**config.mk**
```make
export PLATFORM = sky130hd
export DESIGN_NAME = ecc_channel_arbiter
export DESIGN_NICKNAME = d
export VERILOG_FILES = /design/src/rtl/ecc_channel_arbiter.sv
export SDC_FILE = /design/constraint.sdc
export NUM_CORES = 1
export LEC_CHECK = 0
export ABC_CLOCK_PERIOD_IN_PS = 1600
export BUFFER_PORTS_ARGS = -buffer_cell sky130_fd_sc_hd__buf_4
export CORE_ASPECT_RATIO = 2
export CORE_MARGIN = 4
export CORE_UTILIZATION = 46
export DETAILED_ROUTE_END_ITERATION = 8
export PLACE_DENSITY = 0.76
export SETUP_SLACK_MARGIN = 0.15
export SKIP_LAST_GASP = 1
export SLEW_MARGIN = 10
export SYNTH_ARGS = -nofsm -noshare
export SYNTH_HDL_FRONTEND = slang
export SYNTH_SLANG_ARGS = --single-unit
export TNS_END_PERCENT = 10
```
**constraint.sdc**
```tcl
create_clock -name clk -period 1.6 [get_ports clk]
set_input_delay 0.24 -clock clk [delete_from_list [all_inputs] [get_ports clk]]
set_output_delay 0.24 -clock clk [all_outputs]
set_load 0.02 [all_outputs]
```
**src/rtl/ecc_channel_arbiter.sv**
```systemverilog
// Two-requester arbiter in front of a shared ECC data channel.
// A granted payload is held, driven to the channel, checked after CH_LAT
// cycles, re-issued on uncorrectable results up to MAX_RETRY times, and
// answered with a one-cycle response strobe to the requester that sent it.
module ecc_channel_arbiter #(
   parameter int CH_LAT    = 2,
   parameter int MAX_RETRY = 3
) (
   input  logic       clk,
   input  logic       rst,
   input  logic [1:0] req_valid,
   input  logic [7:0] req_data0,
   input  logic [7:0] req_data1,
   output logic [1:0] req_ready,
   output logic [1:0] rsp_valid,
   output logic [7:0] rsp_data,
   output logic       rsp_err,
   output logic [7:0] ch_data_in,
   input  logic [7:0] ch_data_out,
   input  logic       ch_err_det,
   input  logic       ch_err_cor,
   output logic       busy,
   output logic [7:0] cor_cnt,
   output logic [7:0] unc_cnt
);

   typedef enum logic [2:0] {
      S_IDLE,
      S_ISSUE,
      S_WAIT,
      S_CHECK,
      S_RESP
   } state_t;

   localparam logic [3:0] WAIT_LOAD = 4'(CH_LAT - 1);
   localparam logic [2:0] RETRY_MAX = 3'(MAX_RETRY);

   state_t     r_state;
   state_t     w_next;
   logic [7:0] r_hold;
   logic       r_grant;
   logic       r_last;
   logic [2:0] r_retry;
   logic [3:0] r_wait_cnt;
   logic [7:0] r_rsp_data;
   logic       r_rsp_err;
   logic [7:0] r_cor_cnt;
   logic [7:0] r_unc_cnt;

   logic       w_grant_idx;
   logic       w_handshake;
   logic       w_unc;
   logic       w_retry_ok;

   // Round-robin pick: on a tie the requester not served last wins.
   always_comb begin
      // NOTE: every always_comb output gets a default first so no path can infer a latch.
      w_grant_idx = 1'b0;
      if (req_valid == 2'b11) begin
         w_grant_idx = ~r_last;
      end else if (req_valid[1]) begin
         w_grant_idx = 1'b1;
      end
   end

   // A transfer happens whenever IDLE sees any request; ready is the one-hot grant.
   assign w_handshake = (r_state == S_IDLE) && (req_valid != 2'b00);
   assign req_ready   = (w_handshake && rst) ? (w_grant_idx ? 2'b10 : 2'b01) : 2'b00;
   assign rsp_valid   = (r_state == S_RESP) ? (r_grant ? 2'b10 : 2'b01) : 2'b00;
   assign busy        = (r_state != S_IDLE);

   // Detected-but-not-corrected is the only error case; cor without det is clean.
   assign w_unc      = ch_err_det & ~ch_err_cor;
   assign w_retry_ok = (r_retry < RETRY_MAX);

   assign rsp_data   = r_rsp_data;
   assign rsp_err    = r_rsp_err;
   assign ch_data_in = r_hold;
   assign cor_cnt    = r_cor_cnt;
   assign unc_cnt    = r_unc_cnt;

   // State register.
   always_ff @(posedge clk or negedge rst) begin
      // NOTE: sequential state uses non-blocking assignments so all flops update together.
      if (!rst) begin
         r_state <= S_IDLE;
      end else begin
         r_state <= w_next;
      end
   end

   // Next-state logic.
   always_comb begin
      w_next = r_state;
      case (r_state)
         S_IDLE:  if (w_handshake) w_next = S_ISSUE;
         S_ISSUE: w_next = S_WAIT;
         S_WAIT:  if (r_wait_cnt == 4'd0) w_next = S_CHECK;
         S_CHECK: w_next = (w_unc && w_retry_ok) ? S_ISSUE : S_RESP;
         S_RESP:  w_next = S_IDLE;
         default: w_next = S_IDLE;
      endcase
   end

   // Datapath: payload hold, latency counter, retry tracking, capture and statistics.
   always_ff @(posedge clk or negedge rst) begin
      if (!rst) begin
         r_hold     <= 8'h00;
         r_grant    <= 1'b0;
         r_last     <= 1'b1;
         r_retry    <= 3'd0;
         r_wait_cnt <= 4'd0;
         r_rsp_data <= 8'h00;
         r_rsp_err  <= 1'b0;
         r_cor_cnt  <= 8'h00;
         r_unc_cnt  <= 8'h00;
      end else begin
         if (w_handshake) begin
            r_hold  <= w_grant_idx ? req_data1 : req_data0;
            r_grant <= w_grant_idx;
            r_retry <= 3'd0;
         end

         if (r_state == S_ISSUE) begin
            r_wait_cnt <= WAIT_LOAD;
         end else if ((r_state == S_WAIT) && (r_wait_cnt != 4'd0)) begin
            r_wait_cnt <= r_wait_cnt - 4'd1;
         end

         if (r_state == S_CHECK) begin
            if (w_unc) begin
               if (r_unc_cnt != 8'hFF) r_unc_cnt <= r_unc_cnt + 8'd1;
               if (w_retry_ok) begin
                  r_retry <= r_retry + 3'd1;
               end else begin
                  r_rsp_data <= ch_data_out;
                  r_rsp_err  <= 1'b1;
               end
            end else begin
               r_rsp_data <= ch_data_out;
               r_rsp_err  <= 1'b0;
               if (ch_err_det && ch_err_cor && (r_cor_cnt != 8'hFF)) begin
                  r_cor_cnt <= r_cor_cnt + 8'd1;
               end
            end
         end

         if (r_state == S_RESP) begin
            r_last <= r_grant;
         end
      end
   end

endmodule

```
==> flow_metrics.py, run 1 <==
metrics = {
    "setup_path": {
        "path_max_fanout": 3,
        "max_stage_delay_ns": 0.44,
        "critPathBufInv": 2,
        "crit_arrival_ns": 1.40,
        "cp_top_family": "flip-flops",
        "reg2reg_setup_slack_ns": 0.04,
        "startpoint_type": "register",
        "slowest_stage": "dfrtp_2",
        "endpoint_kind": "output pin",
        "r2r_end": "cor_cnt[5]",
        "rr_worst_depth": 5,
        "path_cells": "nor3_4 > buf_4 > and3_1 > buf_4",
        "worstReg2RegStart": "r_state[2]",
        "path_class": "register to output pin",
        "required_ns": 1.36,
        "crit_path_frequent_cell": "buf_4",
    },
    "global_routing": {
        "grtUsageTotal_pct": 17.8,
        "antenna_found_initial": 0,
        "overflow": 0,
        "grt_pass1_wl_um": 8330,
        "grt_max_degree": 27,
        "grt_pass1_vias": 1804,
    },
    "route": {
        "drtPass1Iterations": 4,
        "vias": 1790,
        "wire_per_inst_um": 14.6,
        "routed_wl_um": 4990,
        "drcViolationCount": 0,
        "drt-initial-drc-count": 39,
        "vias_per_cell": 5.23,
        "ant_nets": 0,
    },
    "clocking": {
        "cts-htree-levels": 2,
        "path_clk_slew_ns": 0.08,
        "cts_buffers": 5,
        "cts_tree": "done",
        "clock-sinks": 45,
        "cts_buffer_depth": 2,
        "clk_latency_ns": 0.29,
        "cts_root_buf": "clkbuf_8",
    },
    "outcome": {
        "status": "complete, but fails checks",
        "violations": "setup timing",
    },
    "placed_design": {
        "gp_congestion": 0.748,
        "hpwl_um": 3860,
        "placed_cells": 331,
        "io_buffers": 67,
    },
    "synth": {
        "yosysMostFrequentCell": "dfrtp_1",
        "syn_area_mm2": 0.00217,
        "seq_area_frac_synth_pct": 52.0,
        "synth_edf_count": 0,
        "synth_cell_types": 39,
        "synth_top_cell_area_share_pct": 50.8,
        "yosys-top-cells-area": "dfrtp_1 51%, mux2_2 7.3%, mux2i_1 5.5%",
        "ys_ff_latch": 45,
        "async_flop_share_pct": 100,
        "synthCells": 193,
        "yosys.area.top_type": "dfrtp_1",
        "synthTopCellsByCount": "44 x dfrtp_1, 27 x nand2_1, 14 x mux2_2, 12 x mux2i_1, 12 x o21ai_0",
        "synth_area_per_cell_um2": 11.2,
        "syn-num-nets": 227,
        "dominantRegCellSynth": "dfrtp_1",
        "ys_warn_count": 0,
    },
    "layout": {
        "final-seq-area_mm2": 0.00113,
        "drive_above_1_share_pct": 45.3,
        "final_cells": 342,
        "nFillCells": 373,
        "antenna_cells": 0,
        "syn2layout_area_growth_pct": 40.3,
        "finalNetCount": 320,
        "multi_input_area_mm2": 0.00104,
        "fin_util_pct": 66.1,
    },
    "die": {
        "fp-row-count": 35,
        "fp.dieH_um": 105,
        "dieArea_mm2": 0.00594,
        "core_area_mm2": 0.00460,
        "start_util_pct": 47.2,
        "die_w_um": 56.5,
        "ios": 68,
    },
    "timing": {
        "finClkSkew_ns": 0.00393,
        "hold_ws_ns": 0.176,
        "max_freq_mhz": 608,
        "rsz0062_at_grt": "true",
        "post-route-min-period_ns": 1.64,
        "finalMaxSlewViolations": 0,
        "finalWorstSetupSlack_ns": -0.0434,
        "setup_viol": 3,
        "maxSlewHeadroom_pct": 70.2,
        "worstMarginPinSlew_ns": 0.447,
        "fin_crit_sh_pct": 103,
        "hold_violations": 0,
    },
    "worst_hold_path": {
        "hold_end": "rsp_data[4]",
        "holdCritStartpoint": "ch_data_out[4]",
        "hold_class": "primary input to register",
        "whs_path_depth": 2,
    },
    "power": {
        "p_per_area_mw_per_mm2": 1630,
        "vdd_drop_max_uv": 1170,
        "power_mw": 4.95,
        "power_leakage_nw": 1.49,
    },
    "run": {
        "maxCapViolations": 0,
    },
}
per-stage QoR:
stage / worst slack, ns / instance area, um^2 / TNS [ns]
floorplan: 0.0148 / 2210 / 0
global route: -0.136 / 3040 / -0.804
CTS: -0.0796 / 3020 / -0.159
detailed placement: 0.0456 / 2890 / 0
finish: -0.0434 / 3040 / -0.0795
global placement: 0.0738 / 2890 / 0
how the worst max path moves through the flow:
| stage | from | end | slack (ns) | cells after the start |
|---|---|---|---|---|
| floorplan | r_state[0] | req_ready[0] | 0.01 | 6 |
| global placement | r_wait_cnt[0] | r_wait_cnt[1] | 0.07 | 5 |
| detailed placement | r_state[1] | cor_cnt[5] | 0.05 | 5 |
| CTS | r_state[0] | req_ready[1] | -0.08 | 4 |
| global route | r_state[2] | req_ready[1] | -0.14 | 4 |
| finish | r_state[2] | req_ready[1] | -0.04 | 4 |
what timing repair did:
| item | 4_1_cts | 5_1_grt |
|---|---|---|
| gates cloned | 0 | 0 |
| pin swaps | 2 | 1 |
| setup buffers | 1 | 1 |
| gates resized for setup | 7 | 2 |
| setup endpoints to repair | 32 | 39 |
| hold buffers | 1 | 0 |
| endpoints found under the hold margin | 44 | 0 |
power breakdown:
| part | switching (mW) | total [mW] | internal [mW] | leakage (nW) |
|---|---|---|---|---|
| Sequential | 0.326 | 1.89 | 1.56 | 0.563 |
| Clock | 0.379 | 0.681 | 0.302 | 0.0439 |
| Combinational | 1.23 | 2.39 | 1.15 | 0.880 |
| Total | 1.94 | 4.95 | 3.02 | 1.49 |
routing by layer:
metal | global-route usage (%) | wire, um | vias to the layer above
met5 | 0 | 0 | -
met4 | 6.45 | 106 | 0
met3 | 3.46 | 181 | 7
met2 | 33.9 | 2960 | 41
met1 | 18.3 | 1740 | 878
li1 | - | - | 864
logic make-up (layout without fill, tap and decap cells):
logic type	count (synthesis)	after routing	synth area share (%)
mux	27	27	13.3
fa+ha+maj	4	4	2.31
flops	45	45	52.0
compound gates	27	27	8.60
buf+inv	11	105	2.54
xor+xnor	7	7	2.83
simple gates	72	72	18.4
layout make-up:
cell class              count  area share, %
clock buffers               5           2.26
well taps                  55           2.26
repair buffers             92           22.9
clock inverters             3          0.576
inverters                   5          0.617
flip-flops and latches     45           37.2
multi-input cells         137           34.2
placed cells by master, fill, tap and decap left out, types with 3 or more instances in the layout:
cell type	synthesis	routed
a21oi_1	4	4
mux2_2	14	14
xnor2_1	5	5
nand2_1	27	27
dfrtp_2	0	3
inv_1	5	5
nand3_1	6	6
nor2_1	11	10
nor3_1	4	4
clkbuf_8	0	5
o21ai_0	12	11
nand4_1	4	4
dfrtp_1	44	41
mux2i_1	12	12
buf_4	0	90
ha_1	4	4
and4_1	3	3
a22o_1	3	3
state kept, by name, indices dropped and copies added (netlist names):
| name | flops |
|---|---|
| rsp_err | 1 |
| r_grant | 1 |
| r_retry | 3 |
| r_wait_cnt | 4 |
| rsp_data | 8 |
| r_state | 3 |
| ch_data_in | 8 |
| cor_cnt | 8 |
| r_last | 1 |
| unc_cnt | 8 |
No activity file was read; power rests on OpenSTA's default activity.
==> run 2: changes to the inputs <==
- CTS_BUF_LIST: unset -> sky130_fd_sc_hd__clkbuf_16
==> flow_metrics.py, run 2 (synthesis gave the netlist of run 1 again) <==
metrics = {
    "route": {
        "vias_per_cell": 5.28,
        "drcViolationCount": 0,
        "wire_per_inst_um": 14.9,
        "ant_nets": 0,
        "drtPass1Iterations": 4,
        "vias": 1810,
        "drt-initial-drc-count": 32,
        "routed_wl_um": 5110,
    },
    "global_routing": {
        "grt_pass1_vias": 1832,
        "grt_max_degree": 27,
        "grtUsageTotal_pct": 18.1,
        "grt_util_met3_pct": 3.21,
        "top_usage_layer": "met2",
        "antenna_found_initial": 0,
        "overflow": 0,
        "grt_use_met1_pct": 18.6,
        "grt_pass1_wl_um": 8460,
        "grtUsageMet2_pct": 34.5,
    },
    "outcome": {
        "violations": "hold timing, setup timing",
        "status": "complete, but fails checks",
    },
    "setup_path": {
        "crit_path_frequent_cell": "buf_4",
        "critPathBufInv": 2,
        "rr_worst_depth": 6,
        "cp.depth": 4,
        "slowest_stage": "dfrtp_2",
        "endpoint_kind": "output pin",
        "path_class": "register to output pin",
        "startpoint_type": "register",
        "path_max_fanout": 3,
        "required_ns": 1.36,
        "cp_top_family": "flip-flops",
        "crit_arrival_ns": 1.38,
        "max_stage_delay_ns": 0.44,
        "path_cells": "nor3_4 > buf_4 > and3_1 > buf_4",
    },
    "timing": {
        "rsz0062_at_grt": "true",
        "finalMaxSlewViolations": 0,
        "finalSetupTns_ns": -0.0398,
        "worstMarginPinSlew_ns": 0.332,
        "hold_ws_ns": -0.00900,
        "fin_crit_sh_pct": 102,
        "post-route-min-period_ns": 1.62,
        "setup_viol": 2,
        "max_freq_mhz": 616,
        "finalWorstSetupSlack_ns": -0.0242,
        "finClkSkew_ns": 0.00233,
        "maxSlewHeadroom_pct": 77.6,
        "hold_violations": 25,
    },
    "die": {
        "fp-row-count": 35,
        "core_area_mm2": 0.00460,
        "start_util_pct": 47.2,
        "die_w_um": 56.5,
        "fp.dieH_um": 105,
        "ios": 68,
        "dieArea_mm2": 0.00594,
    },
    "layout": {
        "syn2layout_area_growth_pct": 43.4,
        "final_common_cell": "buf_4",
        "nFillCells": 363,
        "final-seq-area_mm2": 0.00113,
        "finalNetCount": 321,
        "antenna_cells": 0,
        "final_cell_mix": "91 x buf_4, 41 x dfrtp_1, 27 x nand2_1",
        "drive_above_1_share_pct": 46.5,
        "multi_input_area_mm2": 0.00104,
    },
    "power": {
        "power_leakage_nw": 1.51,
        "p_per_area_mw_per_mm2": 1710,
        "vdd_drop_max_uv": 1310,
        "power_mw": 5.33,
    },
    "placed_design": {
        "hpwl_um": 3860,
        "gp_congestion": 0.748,
        "io_buffers": 67,
    },
    "clocking": {
        "cts-htree-levels": 2,
        "cts_buffers": 5,
        "path_clk_slew_ns": 0.06,
        "cts_root_buf": "clkbuf_16",
        "clk_latency_ns": 0.28,
        "cts_tree": "done",
        "clock-sinks": 45,
        "cts_buffer_depth": 2,
    },
    "worst_hold_path": {
        "hold_class": "primary input to async pin",
    },
    "run": {
        "maxCapViolations": 0,
    },
}
run 2: repair_timing:
item,4_1_cts,5_1_grt
resized for setup,7,5
buffers inserted,1,2
pin swaps,2,4
hold buffers,1,0
setup endpoints to repair,32,41
hold endpoints to repair,19,0
run 2: routing by layer:
layer,routed length [um],vias to the layer above,part of all wire [%]
met5,0,-,0
met1,1750,888,34
met4,102,0,2.0
met2,3060,46,60
li1,-,867,-
met3,200,9,3.9
run 2: worst reg2reg max path: stages (launching register included):
cell	delay (ns)
dfrtp_2	0.44
nor3_4	0.24
o21ai_4	0.10
buf_4	0.14
buf_4	0.14
nor2b_1	0.13
mux2_2	0.26
run 2: final cells by class:
| cell class | instances | area share [%] |
|---|---|---|
| clock buffers | 5 | 4.02 |
| flip-flops and latches | 45 | 36.4 |
| multi-input cells | 137 | 33.6 |
| repair buffers | 93 | 22.7 |
| clock inverters | 3 | 0.563 |
| inverters | 5 | 0.604 |
| well taps | 55 | 2.21 |
run 2: metrics by stage:
stage	utilization, %	area (um^2)	setup slack, ns	std cells
after floorplan	-	2210	0.0148	193
after global placement	62.9	2890	0.0738	331
after detailed placement	62.9	2890	0.0456	331
after CTS	67.0	3080	-0.0550	341
after global routing	67.6	3110	-0.104	343
final	67.6	3110	-0.0242	343
run 2: power breakdown:
group          total (mW)  switching (mW)  internal, mW  leakage (nW)
logic                2.45            1.26          1.19         0.877
registers            1.90           0.332          1.56         0.563
clock network       0.985           0.413         0.572        0.0696
total                5.33            2.00          3.33          1.51
run 2: final timing paths:
check | from | to | slack, ns
worst min-delay path | rst | r_grant | -0.009
max in group asynchronous | rst | rsp_data[3] | 0.85
min in group clk | ch_data_out[4] | rsp_data[4] | 0.19
worst max register to register | r_state[2] | r_retry[0] | 0.04
worst max-delay path | r_state[2] | req_ready[1] | -0.02
worst min register to register | r_wait_cnt[3] | r_wait_cnt[3] | 0.48
==> run 3: changes to the inputs <==
- ABC_CLOCK_PERIOD_IN_PS: 1600 -> 1420
- CTS_CLUSTER_SIZE: unset -> 40
- clock period: 1.6 -> 1.42 ns (I/O delays scaled with it)
==> flow_metrics.py, run 3 (synthesis gave the netlist of run 1 again) <==
metrics = {
    "route": {
        "vias": 1858,
        "drt-initial-drc-count": 12,
        "routed_wl_um": 5460,
        "drcViolationCount": 0,
        "wire_per_inst_um": 15.3,
        "ant_nets": 0,
        "drtPass1Iterations": 4,
        "vias_per_cell": 5.19,
    },
    "die": {
        "die_w_um": 56.5,
        "dieArea_mm2": 0.00594,
        "ios": 68,
        "core_area_mm2": 0.00460,
        "fp.dieH_um": 105,
        "start_util_pct": 47.2,
        "fp-row-count": 35,
    },
    "layout": {
        "final_cells": 358,
        "finalNetCount": 336,
        "final_common_cell": "buf_4",
        "final_cell_mix": "104 x buf_4, 37 x dfrtp_1, 25 x nand2_1",
        "fin_area_mm2": 0.00332,
        "syn2layout_area_growth_pct": 53.1,
        "drive_above_1_share_pct": 51.5,
        "antenna_cells": 0,
    },
    "global_routing": {
        "grt_max_degree": 38,
        "antenna_found_initial": 0,
        "overflow": 0,
        "grt_pass1_vias": 2021,
        "grt_pass1_wl_um": 9150,
        "grtUsageTotal_pct": 19.7,
    },
    "timing": {
        "rsz0062_at_grt": "true",
        "maxSlewHeadroom_pct": 69.1,
        "setup_viol": 26,
        "finalWorstSetupSlack_ns": -0.201,
        "fin_crit_sh_pct": 114,
        "hold_ws_ns": 0.0157,
        "finClkSkew_ns": 0.00327,
        "finalMaxSlewViolations": 0,
        "worstMarginPinSlew_ns": 0.463,
        "post-route-min-period_ns": 1.62,
        "finalSetupTns_ns": -2.32,
        "max_freq_mhz": 617,
        "hold_violations": 0,
    },
    "setup_path": {
        "path_max_fanout": 3,
        "path_class": "register to output pin",
        "max_stage_delay_ns": 0.43,
        "endpoint_kind": "output pin",
        "path_cells": "buf_4 > buf_4 > nor2_4 > and3_4 > buf_6",
        "crit_arrival_ns": 1.41,
        "slowest_stage": "dfrtp_2",
        "startpoint_type": "register",
        "required_ns": 1.21,
        "crit_path_frequent_cell": "buf_4",
    },
    "clocking": {
        "cts_root_buf": "clkbuf_16",
        "cts_buffers": 5,
        "cts_buffer_depth": 2,
        "cts_tree": "done",
        "clk_latency_ns": 0.28,
        "path_clk_slew_ns": 0.06,
        "cts-htree-levels": 2,
        "clock-sinks": 45,
    },
    "placed_design": {
        "gp_congestion": 0.755,
        "placed_area_mm2": 0.00307,
        "placed_cells": 346,
        "io_buffers": 67,
        "hpwl_um": 4150,
        "post-place-ws_ns": -0.120,
    },
    "power": {
        "swShare_pct": 36.6,
        "power_leakage_nw": 1.62,
        "p_per_area_mw_per_mm2": 1980,
        "pwr-share-seq_pct": 32.5,
        "p_int_mw": 4.16,
        "switchingPower_mw": 2.40,
        "power.share.clock_pct": 19.9,
        "combPwrFrac_pct": 47.6,
        "vdd_drop_max_uv": 1550,
    },
    "worst_hold_path": {
        "hold_class": "primary input to async pin",
    },
    "outcome": {
        "status": "complete, but fails checks",
        "violations": "setup timing",
    },
    "run": {
        "maxCapViolations": 0,
    },
}
==> run 3: cell count changes in the layout (fill, tap and decap cells not counted), sizes merged <==
| cell | before | now |
|---|---|---|
| bufinv | 0 | 1 |
| clkinv | 2 | 1 |
| clkinvlp | 1 | 0 |
| buf | 92 | 107 |
| inv | 5 | 6 |
==> run 3: power by group through the flow <==
stage | combinational, mW | clock (mW) | sequential (mW)
after detailed placement | 2.95 | 0 | 2.15
after CTS | 3.10 | 1.31 | 2.12
after global placement | 2.85 | 0 | 2.12
after floorplan | 1.35 | 0 | 2.49
final | 3.12 | 1.30 | 2.13
after global routing | 3.38 | 1.37 | 2.19
==> run 3: layout make-up <==
class	instances	area [um^2]
clock buffers	5	125
flip-flops and latches	45	1140
repair buffers	108	833
well taps	55	68.8
inverters	5	18.8
fillers	328	1280
multi-input cells	137	1090
clock inverters	3	42.5
==> run 3: critical path: cells and delay by family, from the launching register on <==
kind,cells,cell delay [ns]
flops,1,0.43
buf+inv,3,0.41
simple gates,2,0.28
==> run 3: metrics by stage <==
step	power (mW)	utilization (%)
5_1_grt	6.94	72.2
4_1_cts	6.53	71.6
3_3_place_gp	4.98	66.7
6_report	6.56	72.2
3_5_place_dp	5.10	66.7
2_1_floorplan	3.84	-
==> run 3: worst paths after layout <==
check | startpoint | end | slack, ns | cells past startpoint
max | r_state[0] | rsp_valid[1] | -0.20 | 5
min | rst | r_wait_cnt[0] | 0.02 | 2
max reg2reg | r_state[0] | cor_cnt[6] | -0.13 | 6
min reg2reg | r_wait_cnt[3] | r_wait_cnt[3] | 0.48 | 1
max in group asynchronous | rst | ch_data_in[6] | 0.74 | 2
min in group clk | ch_data_out[3] | rsp_data[3] | 0.16 | 2
==> run 3: metal layers <==
layer | vias up | GRT usage, % | part of all wire [%] | routed length (um)
met4 | 0 | 7.81 | 2.3 | 123
met2 | 40 | 38.9 | 62 | 3370
met1 | 905 | 19.1 | 33 | 1780
met3 | 11 | 2.97 | 3.4 | 186
met5 | - | 0 | 0 | 0
li1 | 902 | - | - | -
==> run 3: what timing repair did <==
action,CTS,global route
endpoints found under the setup margin,46,46
resized for setup,8,6
buffers inserted,2,1
endpoints found under the hold margin,8,0
hold buffers,1,0
pin swaps,3,3
